<file path="src/rtl/ysyx_22040088_pkg.sv">
// ysyx_22040088_pkg: shared types and constants for the divw/remw divider
// Contents: FSM state encoding, default operand width, special-case result constants.
package ysyx_22040088_pkg;
    localparam int DEFAULT_WIDTH = 32;
    localparam logic [31:0] DIV_ZERO_Q = 32'hFFFF_FFFF;
    localparam logic [31:0] INT_MIN = 32'h8000_0000;
    typedef enum logic [1:0] {IDLE, CALC, DONE} state_t;
endpackage

</file>
<file path="src/rtl/ysyx_22040088_div_step.sv">
// ysyx_22040088_div_step: one combinational restoring-division iteration
// Ports:
//   rem      in   WIDTH+1  current partial remainder (always < divisor, so MSB is 0)
//   dvd_bit  in   1        next dividend bit shifted into the remainder
//   dvs      in   WIDTH    divisor magnitude
//   rem_next out  WIDTH+1  updated partial remainder
//   q_bit    out  1        quotient bit produced by this iteration
module ysyx_22040088_div_step import ysyx_22040088_pkg::*; #(
    parameter int WIDTH = DEFAULT_WIDTH
) (
    input  logic [WIDTH:0]   rem,
    input  logic             dvd_bit,
    input  logic [WIDTH-1:0] dvs,
    output logic [WIDTH:0]   rem_next,
    output logic             q_bit
);
    logic [WIDTH:0] shifted, diff;
    logic unused_msb;
    assign unused_msb = rem[WIDTH];
    always_comb begin
        shifted = {rem[WIDTH-1:0], dvd_bit};
        diff = shifted - {1'b0, dvs};
        // A set MSB means the subtraction borrowed: keep the shifted value.
        q_bit = ~diff[WIDTH];
        rem_next = q_bit ? diff : shifted;
    end
endmodule

</file>
<file path="src/rtl/ysyx_22040088_divider.sv">
// ysyx_22040088_divider: multi-cycle 32-bit divider for divw/remw (optionally divuw/remuw)
// Ports:
//   clk, rst (sync, active-high), flush (abort in-flight op, wins over in_valid)
//   in_valid/in_ready  launch handshake, in_ready high only in IDLE
//   is_rem             1 = remainder, 0 = quotient
//   is_signed          signed select; honoured only when YSYX_22040088_DIVU_EN is defined
//   src1, src2         64-bit operands, only the low WIDTH bits are used
//   out_valid          one-cycle result pulse
//   result             registered, sign-extended quotient or remainder
// Macro: YSYX_22040088_DIVU_EN enables the unsigned path; otherwise every op is signed.
module ysyx_22040088_divider import ysyx_22040088_pkg::*; #(
    parameter int WIDTH = DEFAULT_WIDTH
) (
    input  logic        clk,
    input  logic        rst,
    input  logic        flush,
    input  logic        in_valid,
    input  logic        is_rem,
    input  logic        is_signed,
    input  logic [63:0] src1,
    input  logic [63:0] src2,
    output logic        in_ready,
    output logic        out_valid,
    output logic [63:0] result
);
    localparam int CW = $clog2(WIDTH);
    state_t state;
    logic [CW-1:0] cnt;
    logic [WIDTH:0] rem, rem_next;
    logic [WIDTH-1:0] a, b, abs_a, abs_b, dvd, dvs;
    logic [WIDTH-1:0] q_raw, r_raw, q_fin, r_fin, res_fin, spec_res;
    logic s1, s2, div_zero, ovf, q_bit, neg_q, neg_r, rem_op, unused;

    assign a = src1[WIDTH-1:0];
    assign b = src2[WIDTH-1:0];
`ifdef YSYX_22040088_DIVU_EN
    assign s1 = is_signed & a[WIDTH-1];
    assign s2 = is_signed & b[WIDTH-1];
    assign unused = ^{src1[63:WIDTH], src2[63:WIDTH]};
`else
    assign s1 = a[WIDTH-1];
    assign s2 = b[WIDTH-1];
    assign unused = ^{src1[63:WIDTH], src2[63:WIDTH], is_signed};
`endif

    ysyx_22040088_div_step #(.WIDTH(WIDTH)) u_step (
        .rem(rem),
        .dvd_bit(dvd[WIDTH-1]),
        .dvs(dvs),
        .rem_next(rem_next),
        .q_bit(q_bit)
    );

    always_comb begin
        abs_a = s1 ? -a : a;
        abs_b = s2 ? -b : b;
        div_zero = b == '0;
        // Both signs set only in signed mode, so this is inherently signed-only.
        ovf = s1 & s2 & (a == INT_MIN) & (b == DIV_ZERO_Q);
        spec_res = div_zero ? (is_rem ? a : DIV_ZERO_Q) : (is_rem ? '0 : INT_MIN);
        // dvd doubles as the quotient shift register; fold in the last bit here.
        q_raw = {dvd[WIDTH-2:0], q_bit};
        r_raw = rem_next[WIDTH-1:0];
        q_fin = neg_q ? -q_raw : q_raw;
        r_fin = neg_r ? -r_raw : r_raw;
        res_fin = rem_op ? r_fin : q_fin;
    end

    always_ff @(posedge clk) begin
        if (rst) begin
            state <= IDLE;
            in_ready <= 1'b1;
            out_valid <= 1'b0;
            result <= '0;
            cnt <= '0;
        end else if (flush) begin
            state <= IDLE;
            in_ready <= 1'b1;
            out_valid <= 1'b0;
        end else begin
            case (state)
                IDLE: if (in_valid) begin
                    rem_op <= is_rem;
                    neg_q <= s1 ^ s2;
                    neg_r <= s1;
                    in_ready <= 1'b0;
                    if (div_zero || ovf) begin
                        state <= DONE;
                        out_valid <= 1'b1;
                        result <= {{(64-WIDTH){spec_res[WIDTH-1]}}, spec_res};
                    end else begin
                        state <= CALC;
                        cnt <= CW'(WIDTH - 1);
                        rem <= '0;
                        dvd <= abs_a;
                        dvs <= abs_b;
                    end
                end
                CALC: begin
                    rem <= rem_next;
                    dvd <= q_raw;
                    cnt <= cnt - 1'b1;
                    if (cnt == '0) begin
                        state <= DONE;
                        out_valid <= 1'b1;
                        result <= {{(64-WIDTH){res_fin[WIDTH-1]}}, res_fin};
                    end
                end
                DONE: begin
                    state <= IDLE;
                    out_valid <= 1'b0;
                    in_ready <= 1'b1;
                end
                default: state <= IDLE;
            endcase
        end
    end
endmodule

</file>
<file path="config.mk">
export PLATFORM = sky130hd
export DESIGN_NAME = ysyx_22040088_divider
export DESIGN_NICKNAME = d
export VERILOG_FILES = /design/src/rtl/ysyx_22040088_pkg.sv /design/src/rtl/ysyx_22040088_div_step.sv /design/src/rtl/ysyx_22040088_divider.sv
export SDC_FILE = /design/constraint.sdc
export NUM_CORES = 1
export LEC_CHECK = 0
export CAP_MARGIN = 20
export CORE_MARGIN = 2
export CORE_UTILIZATION = 40
export CTS_CLUSTER_DIAMETER = 150
export DETAILED_ROUTE_END_ITERATION = 16
export GPL_TIMING_DRIVEN = 0
export HOLD_SLACK_MARGIN = 0.06
export SYNTH_ARGS = -nofsm -noshare
export SYNTH_HDL_FRONTEND = slang
export SYNTH_SLANG_ARGS = --single-unit
</file>
<file path="constraint.sdc">
create_clock -name clk -period 6.2 [get_ports clk]
set_input_delay 0.93 -clock clk [delete_from_list [all_inputs] [get_ports clk]]
set_output_delay 0.93 -clock clk [all_outputs]
set_load 0.03 [all_outputs]
</file>
==> flow_summary.yaml <==
run_status:
  outcome: "complete, no violations"
setup_path:
  cp-end-kind: "register"
  critPathKind: "reg -> reg"
  crit_buf_inv: 7
  critical_path_arrival_ps: 6270
  crit_slowest_cell: "a2111o_1"
  max_stage_delay_ps: 530
  crit_start: "dvd[31]"
  r2r_start: "dvd[31]"
  cpMostUsedCell: "inv_1"
  critPathTopFamily: "compound AO/OA/AOI/OAI gates"
  rr_endpoint: "result[26]"
  reg2reg_slack_ps: 300
  worstSetupStartpointType: "register"
  cp_num_cells: 24
  cp_cell_sequence: "inv_1 -> ha_1 -> inv_1 -> fa_1 -> a211oi_1 -> o211ai_1 -> and3_4 -> o211a_1 -> o211a_1 -> buf_6 -> inv_6 -> buf_4 -> clkbuf_4 -> mux2i_2 -> ha_1 -> inv_1 -> nor2_1 -> nand4_1 -> mux2_4 -> a2111o_1 -> o41ai_2 -> xor2_1 -> a21oi_1 -> nor3_1"
  cp.required_ps: 6570
  rr_worst_depth: 24
  cp_max_fo: 10
  cp-endpoint: "result[26]"
routing:
  drt_iter0_markers: 911
  wirelength_mm: 39.3
  vias: 11499
  viasPerCell: 5.93
  drcViolationCount: 0
  drtPass1Iterations: 6
  ant_nets: 0
  routed_wire_length_per_instance_um: 20.3
timing:
  fin_crit_sh_pct: 95.1
  relSlewSlack_pct: 19.4
  final-max-slew-violation-count: 0
  hold_violations: 0
  fmax_mhz: 170
  hold_slack_ps: 490
  tightestPinTransition_ps: 1200
  grt_setup_unrepaired: "no"
  fin_worst_skew_ps: 15.6
  setup_viol: 0
  period_needed_ps: 5900
  fin_ws_ps: 301
clock_tree:
  cts_root_buf: "clkbuf_16"
  clk_transition_reported_paths_ps: 80
  cts_sinks: 140
  cts_tree: "done"
  h-tree-depth: 4
  cts_buffer_depth: 2
  postCtsHoldBufs: 0
  insertion_delay_ps: 440
  cts_buffers: 17
logic_synthesis:
  synth_edf_count: 99
  syn_avg_cell_area_um2: 8.43
  synth_area_mm2: 0.0117
  syn-num-nets: 1561
  yosys_warnings: 0
  yosysUniqueCellTypes: 90
  async_flop_share_pct: 0
  seq_area_frac_synth_pct: 32.5
  synthCells: 1386
  synth_ff_type: "edfxtp_1"
  yosys_register_bits: 140
pwr:
  p_seq_share_pct: 39.1
  p_int_uw: 1850
  combinationalPowerShare_pct: 24.7
  power_leakage_uw: 0.00503
  pwr-share-clk_pct: 36.1
  powerDensity_mw_per_mm2: 196
  switching_share_pct: 33.2
  peakVddDrop_uv: 164
  p_sw_uw: 922
placed_design:
  port-buffer-count: 134
  gp_congestion: 0.912
  place_area_mm2: 0.0136
  dp_worst_setup_slack_ps: -215
  dp_hpwl_mm: 30.8
cells_and_area:
  drive_gt1_share_pct: 8.62
  diodes: 0
  final_common_cell: "clkdlybuf4s50_1"
  register_area_mm2: 0.00379
  multi_input_area_mm2: 0.00714
  mostFrequentLayoutCells: "clkdlybuf4s50_1 (134), nand2_1 (132), nor2_1 (132)"
  fin_area_mm2: 0.0142
  fin_nets: 1717
  nFillCells: 2848
  area_delta_synth_final_pct: 21.1
global_routing:
  grt_overflow: 0
  grt_max_degree: 35
  grt_pass1_vias: 10934
  grt.total_usage_pct: 25.6
  grt_pass1_wl_mm: 60.9
  antenna_found_initial: 1
min_path:
  hold_path.class: "reg -> reg"
  worstHoldStart: "in_ready"
die:
  rows: 62
  chipWidth_um: 175
  coreArea_mm2: 0.0287
  die_h_um: 175
  ios: 200
  start_util_pct: 40.7
  die_area_mm2: 0.0306
job:
  drv_cap: 0
[power groups by stage]
stage / registers, uW / logic (uW) / clock network (uW)
2_1_floorplan: 1110 / 420 / 0
3_3_place_gp: 1110 / 664 / 0
3_5_place_dp: 1110 / 673 / 0
4_1_cts: 1090 / 676 / 1000
5_1_grt: 1090 / 748 / 1040
6_report: 1090 / 686 / 1000
[per-layer routing]
| layer | global-route usage [%] | up-vias | wire [um] |
|---|---|---|---|
| met2 | 41.6 | 426 | 18000 |
| met5 | 0 | - | 0 |
| met3 | 3.57 | 71 | 2540 |
| met4 | 10.3 | 0 | 1520 |
| met1 | 34.4 | 5535 | 17300 |
| li1 | - | 5467 | - |
[metrics by stage]
step | utilization, % | instances | setup TNS (ps) | power, uW
4_1_cts | 49.2 | 1937 | 0 | 2770
5_1_grt | 49.3 | 1939 | 0 | 2880
2_1_floorplan | - | 1386 | 0 | 1530
6_report | 49.3 | 1939 | 0 | 2770
3_5_place_dp | 47.2 | 1906 | -821 | 1780
3_3_place_gp | 47.1 | 1904 | -121870 | 1770
[cell usage after synthesis, drive strengths merged, types with 7 or more instances]
| cell type | number | area [um2] |
|---|---|---|
| a211oi | 19 | 143 |
| edfxtp | 99 | 2970 |
| buf | 57 | 374 |
| and2 | 20 | 125 |
| a31oi | 16 | 100 |
| or4 | 19 | 143 |
| nand2b | 11 | 68.8 |
| clkbuf | 46 | 173 |
| nand3b | 7 | 52.6 |
| ha | 40 | 500 |
| nor3b | 7 | 52.6 |
| a21oi | 74 | 397 |
| nand4 | 23 | 144 |
| a311oi | 16 | 153 |
| a21o | 13 | 98.9 |
| mux2i | 23 | 230 |
| nor4 | 18 | 119 |
| nor3 | 29 | 166 |
| xnor2 | 67 | 587 |
| or3 | 20 | 125 |
| nand2 | 132 | 495 |
| or2 | 9 | 56.3 |
| o41ai | 20 | 190 |
| nand3 | 23 | 120 |
| xor2 | 60 | 526 |
| dfxtp | 41 | 821 |
| nor2 | 133 | 499 |
| o21ai | 124 | 621 |
| o31ai | 31 | 243 |
| inv | 56 | 215 |
| o211ai | 25 | 188 |
[registers in the layout, summed over array words and instances (netlist names), 2 cells and up]
signal and count:
dvd 32, dvs 32, rem 32, result 32, cnt 5, state 2
[cell families after synthesis]
logic type,after synthesis,synth area share [%]
multiplexers,29,2.58
adder cells (fa/ha/maj),41,4.45
XOR/XNOR,127,9.52
buffers and inverters,160,6.55
flip-flops,140,32.5
AND/OR/NAND/NOR,475,20.2
AO/OA/AOI/OAI,414,24.2
[timing repair]
action	4_1_cts	5_1_grt
setup buffers	0	1
gates resized for setup	0	5
endpoints found under the setup margin	7	7
pin swaps	0	1
[area by class of cell]
cell class              instances  area share [%]
well taps                     384            3.39
repair buffers                138            10.0
clock inverters                14           0.902
flip-flops and latches        140            26.8
clock buffers                  18            3.03
multi-input cells            1086            50.4
plain buffers                 102            3.90
inverters                      57            1.55
[worst min-delay path by stage]
| stage | endpoint | slack (ps) | depth (start not counted) |
|---|---|---|---|
| finish | in_ready | 490 | 2 |
| global route | result[23] | 520 | 2 |
| CTS | in_ready | 500 | 2 |
| detailed placement | result[23] | 490 | 2 |
| global placement | result[23] | 480 | 2 |
| floorplan | cnt[1] | 480 | 2 |
[worst register-to-register path, cell delays in order, from the launching register on]
cell      delay (ps)
edfxtp_1         420
inv_1             80
ha_1             160
inv_1             60
fa_1             420
a211oi_1         310
o211ai_1         230
and3_4           240
o211a_1          260
o211a_1          270
buf_6            160
inv_6            110
buf_4            220
clkbuf_4         270
mux2i_2          310
ha_1             260
inv_1             80
nor2_1           100
nand4_1          100
mux2_4           340
a2111o_1         530
o41ai_2          290
xor2_1           280
a21oi_1          150
nor3_1           200
Note: power is estimated with default switching activity, not from simulation.
